File: src/rtl/uart_rx_fsm.sv
// UART receive sequencer: walks IDLE/START/DATA/PARITY/STOP at the oversample rate and strobes the bit checkers.
// Latency: every output is registered; frame verdict (data_valid/frame_err) lands on the first IDLE cycle after STOP.
// Backpressure: none; the serial line cannot be stalled, so the FSM free-runs once a start edge is seen.
//
// Ports:
//   CLK, RST          oversample clock, asynchronous active-high reset
//   RX_IN             serial line (idle high); only looked at while IDLE
//   PAR_EN            frame carries a parity bit (looked at on the last data bit end)
//   Prescale          oversampling ratio 8/16/32 (anything else behaves as 8), captured at start
//   par_error, strt_glitch, stp_err   registered verdicts from the bit checkers
//   data_samp_en      bit sampler enable, high whenever a frame is in progress
//   edge_cnt, bit_cnt oversample position within the bit / data bit index
//   deser_en, Sample_Available        shift + parity-accumulate strobes at each data bit sample point
//   RST_parity        active-low clear of the parity accumulator, low while IDLE
//   strt_chk_en, par_check_en, stp_chk_en   one-cycle checker strobes at the sample point
//   data_valid, frame_err             one-cycle frame verdict pulses
module uart_rx_fsm (
  input  logic       CLK,
  input  logic       RST,
  input  logic       RX_IN,
  input  logic       PAR_EN,
  input  logic [5:0] Prescale,
  input  logic       par_error,
  input  logic       strt_glitch,
  input  logic       stp_err,
  output logic       data_samp_en,
  output logic [5:0] edge_cnt,
  output logic [3:0] bit_cnt,
  output logic       deser_en,
  output logic       Sample_Available,
  output logic       RST_parity,
  output logic       par_check_en,
  output logic       strt_chk_en,
  output logic       stp_chk_en,
  output logic       data_valid,
  output logic       frame_err
);

  localparam logic [2:0] IDLE   = 3'd0;
  localparam logic [2:0] START  = 3'd1;
  localparam logic [2:0] DATA   = 3'd2;
  localparam logic [2:0] PARITY = 3'd3;
  localparam logic [2:0] STOP   = 3'd4;

  logic [2:0] state, state_n;
  logic [5:0] p_reg, p_n;
  logic [5:0] edge_n;
  logic [3:0] bit_n;
  logic [5:0] samp_pt;
  logic       err, err_n;
  logic       dv_n, fe_n;
  logic       wrap;

  // Unsupported ratios fall back to 8 so a bad Prescale still yields a sane bit timing.
  function automatic logic [5:0] decode_p(input logic [5:0] ps);
    case (ps)
      6'd16:   decode_p = 6'd16;
      6'd32:   decode_p = 6'd32;
      default: decode_p = 6'd8;
    endcase
  endfunction

  always_comb begin
    state_n = state;
    p_n     = p_reg;
    edge_n  = edge_cnt;
    bit_n   = bit_cnt;
    err_n   = err;
    dv_n    = 1'b0;
    fe_n    = 1'b0;
    wrap    = (edge_cnt == (p_reg - 6'd1));

    if (state == IDLE) begin
      edge_n = 6'd0;
      bit_n  = 4'd0;
      // The IDLE cycle that sees the low level counts as oversample 0 of the start bit.
      if (!RX_IN) begin
        state_n = START;
        edge_n  = 6'd1;
        p_n     = decode_p(Prescale);
      end
    end else begin
      edge_n = wrap ? 6'd0 : (edge_cnt + 6'd1);
      if (wrap) begin
        case (state)
          START: begin
            if (strt_glitch) begin
              state_n = IDLE;
            end else begin
              state_n = DATA;
              bit_n   = 4'd0;
            end
          end
          DATA: begin
            if (bit_cnt == 4'd7) begin
              bit_n   = 4'd0;
              state_n = PAR_EN ? PARITY : STOP;
            end else begin
              bit_n = bit_cnt + 4'd1;
            end
          end
          PARITY: begin
            err_n   = par_error;
            state_n = STOP;
          end
          STOP: begin
            dv_n    = !stp_err && !err;
            fe_n    = stp_err || err;
            err_n   = 1'b0;
            state_n = IDLE;
          end
          default: state_n = IDLE;
        endcase
      end
    end
  end

  // Mid-bit sample point, P/2+2, taken from the ratio in force next cycle so
  // the very first START cycle already uses the freshly captured value.
  assign samp_pt = (p_n >> 1) + 6'd2;

  always_ff @(posedge CLK or posedge RST) begin
    if (RST) begin
      state            <= IDLE;
      p_reg            <= 6'd8;
      err              <= 1'b0;
      edge_cnt         <= 6'd0;
      bit_cnt          <= 4'd0;
      data_samp_en     <= 1'b0;
      RST_parity       <= 1'b0;
      deser_en         <= 1'b0;
      Sample_Available <= 1'b0;
      strt_chk_en      <= 1'b0;
      par_check_en     <= 1'b0;
      stp_chk_en       <= 1'b0;
      data_valid       <= 1'b0;
      frame_err        <= 1'b0;
    end else begin
      state            <= state_n;
      p_reg            <= p_n;
      err              <= err_n;
      edge_cnt         <= edge_n;
      bit_cnt          <= bit_n;
      // Strobes are decoded from next-state values so they line up with the
      // registered edge_cnt showing the sample point.
      data_samp_en     <= (state_n != IDLE);
      RST_parity       <= (state_n != IDLE);
      deser_en         <= (state_n == DATA)   && (edge_n == samp_pt);
      Sample_Available <= (state_n == DATA)   && (edge_n == samp_pt);
      strt_chk_en      <= (state_n == START)  && (edge_n == samp_pt);
      par_check_en     <= (state_n == PARITY) && (edge_n == samp_pt);
      stp_chk_en       <= (state_n == STOP)   && (edge_n == samp_pt);
      data_valid       <= dv_n;
      frame_err        <= fe_n;
    end
  end

endmodule

File: config.mk
export PLATFORM = sky130hd
export DESIGN_NAME = uart_rx_fsm
export DESIGN_NICKNAME = d
export VERILOG_FILES = /design/src/rtl/uart_rx_fsm.sv
export SDC_FILE = /design/constraint.sdc
export NUM_CORES = 1
export LEC_CHECK = 0
export CAP_MARGIN = 20
export CORE_MARGIN = 4
export CORE_UTILIZATION = 45
export DETAILED_ROUTE_END_ITERATION = 10
export PLACE_DENSITY_LB_ADDON = 0.3
export SYNTH_ARGS = -nofsm -noshare
export SYNTH_HDL_FRONTEND = slang
export SYNTH_SLANG_ARGS = --single-unit
File: constraint.sdc
create_clock -name CLK -period 2.8 [get_ports CLK]
set_input_delay 0.28 -clock CLK [delete_from_list [all_inputs] [get_ports CLK]]
set_output_delay 0.28 -clock CLK [all_outputs]
set_load 0.01 [all_outputs]
==> flow_summary.yaml <==
run_status:
  status: "finished, final reports clean"
sta:
  timing.fmax_mhz: 358.3
  timing.final.ws_setup_ns: 0.009395
  final.setup.tns_ns: 0
  tightest_slew_ns: 0.5413
  grt_setup_unrepaired: "yes"
  drv_slew: 0
  final_setup_skew_ns: 0.01349
  fin_crit_sh: 0.9966
  setup_violations: 0
  timing.final.hold_violations: 0
  timing.max_slew.rel_slack: 0.6353
  min_period_ns: 2.791
critical_path:
  end_kind: "flop"
  r2r.worst_path.cells: 10
  criticalPathCategory: "in2reg"
  max_stage_delay_ns: 0.57
  reg2reg_to: "Sample_Available$_DFF_PP0_"
  cp_max_fo: 3
  startpoint: "Prescale[1]"
  timing.critical_path.required_ns: 3.04
  critical_path.reg2reg.startpoint: "state[1]$_DFF_PP0_"
  worstPathBufferInverterCount: 1
  regToRegSetupSlack_ns: 0.009
  worst_path_max_delay_cell: "or4_4"
  crit_path_cell_trace: "clkdlybuf4s50_1 -> or4_4 -> a21oi_4 -> o21ai_4 -> ha_4 -> and3_4 -> o21ai_2 -> o21ai_1 -> a31o_1 -> a311oi_2 -> nand4_1 -> nor4_1"
  worst_setup_path_start_kind: "primary input"
  data_arrival_time_of_the_worst_path_ns: 3.03
  top_cell_family_by_delay_on_the_critical_path: "simple AND/OR/NAND/NOR gates"
cts:
  clkSlewWorstSetupHoldPaths_ns: 0.15
  worstSkewPairLatency_ns: 0.34
  root_buffer: "clkbuf_4"
  cts_max_level: 1
  cts_num_sinks: 26
  clockBufferDepth: 2
  cts_tree: "built"
  numCtsBuffers: 3
floorplan:
  io_pins: 32
  die-width_um: 66.77
  die_area_um2: 4458
  floorplan.initialDensity: 0.4657
  die_y_um: 66.77
  rows: 21
  core_region_area_um2: 3337
power_and_ir_drop:
  power.leakage_nw: 0.9308
  peak_supply_drop_v: 0.0004375
  power-per-cell-area_nw_per_um2: 851.0
route:
  routed-via-count: 1398
  drc_errors: 0
  route.met3.wl_um: 161
  postRouteAntennaNets: 0
  drt_first_pass_iters: 4
  first_iter_violations: 47
  maxUsedRoutingLayer: "met4"
  m1_wire_length_um: 1667
  drt-total-wl_um: 3745
  met2_wirelength_um: 1846
  viasPerCell: 5.461
  routed_wire_length_per_instance_um: 14.63
synthesis:
  yosysUniqueCellTypes: 48
  number_of_enable_flip_flop_cells_after_synthesis: 0
  syn_inst: 167
  synthDominantAreaCellType: "dfrtp_1"
  synth_common_cells: "dfrtp_1 (25), nand2_1 (15), nor2_1 (13)"
  synth_top_area_frac: 0.4026
  syn-cell-area_um2: 1554
  syn_avg_cell_area_um2: 9.305
  async_flop_share: 1.000
  synth-main-ff-cell: "dfrtp_1"
  synthesis.nets: 184
  synth_warnings: 0
  ys_ff_latch: 26
  synth.yosys.seq_area_share: 0.4195
  ys_top_cells_by_area: "dfrtp_1 (40%), xor2_1 (5.6%), nand3_1 (3.9%)"
  synth_most_common_cell: "dfrtp_1"
run:
  max_cap_violations: 0
finish:
  final_layout_size_suffix_gt1_frac: 0.1810
  antenna-diode-count: 0
  fin_cells: 256
  layout.nets: 228
  filler_cell_count: 294
  final_design_area_no_fill_um2: 2128
  largest_register_ffs: 6
  fin_util: 0.6378
  flow.area_growth_from_synthesis_pct: 36.96
global_route:
  grt_antenna_before_repair: 0
  grt_remaining_overflow: 0
  aggregate_global_route_resource_usage: 0.1897
  wire_length_of_the_first_global_routing_pass_um: 6410
  first_global_vias: 1400
  largest_net_degree_at_the_start_of_global_routing: 27
placed_design:
  placement.cell_area_um2: 1951
  detailedPlace.worstSlack_ns: -0.4304
  gp_congestion: 0.8885
  post-dp-hpwl_um: 2835
  dp.cells: 248
  buffer_ports.inserted: 31
min_path:
  hp-class: "in2async"
-- where the power goes --
part	switching, mW	total [mW]	internal [mW]
clock	0.121	0.266	0.145
combinational	0.526	0.975	0.449
sequential	0.106	0.570	0.464
-- worst reg2reg max path: cells and delay by family (launching register included) --
family / cells / cell delay (ns)
buf+inv: 2 / 0.27
fa+ha+maj: 1 / 0.15
compound gates: 3 / 0.54
simple gates: 4 / 1.31
flops: 1 / 0.42
-- layer usage --
metal  global-route usage  up-vias
li1                     -      683
met1               0.2305      668
met2               0.3267       40
met3              0.03879        7
met4              0.07360        0
met5                    0        -
-- cells in the final DEF, fill, tap and decap left out, types with 4 or more instances in the layout --
cell	n
buf_4	12
inv_1	10
clkdlybuf4s50_1	31
dfrtp_1	25
xnor2_1	5
nor2_1	13
nand2b_1	4
nand2_1	13
nand3_1	12
xor2_1	10
nor3_1	6
-- how the worst max path moves through the flow --
stage                                 end  slack (ns)  cells past startpoint
3_3_place_gp   Sample_Available$_DFF_PP0_       -0.28                     12
5_1_grt        Sample_Available$_DFF_PP0_       -0.06                     11
6_report       Sample_Available$_DFF_PP0_       0.009                     12
3_5_place_dp   Sample_Available$_DFF_PP0_       -0.43                     12
4_1_cts            par_check_en$_DFF_PP0_       0.001                     11
2_1_floorplan  Sample_Available$_DFF_PP0_        0.01                     12
-- through the flow --
| step | power [mW] | hold slack (ns) |
|---|---|---|
| final | 1.811 | 0.2491 |
| after global routing | 1.941 | 0.3022 |
| after CTS | 1.757 | 0.4848 |
| after detailed placement | 1.460 | 0.4747 |
| after floorplan | 1.179 | 0.3193 |
| after global placement | 1.427 | 0.4813 |
-- layout make-up --
class                   instances  area (um2)  share of cell area
well taps                      46       57.56             0.02704
repair buffers                 45       439.2              0.2063
inverters                      12       45.04             0.02116
multi-input cells             123       882.1              0.4145
clock inverters                 1       30.03             0.01411
flip-flops and latches         26       651.9              0.3063
clock buffers                   3       22.52             0.01058
-- kinds of logic after synthesis --
kind of cell    Yosys count  share of synthesized area
fa+ha+maj                 4                    0.03221
mux                       2                    0.01369
simple gates             74                     0.2520
xor+xnor                 15                    0.08454
buf+inv                  18                    0.06280
compound gates           28                     0.1353
flops                    26                     0.4195
-- repair_timing --
item	CTS	global route
hold buffers	0	0
setup endpoints to repair	3	4
endpoints found under the hold margin	0	0
gates resized for setup	11	9
pin swaps	7	11
setup buffers	0	3
No activity file was read; power rests on OpenSTA's default activity.
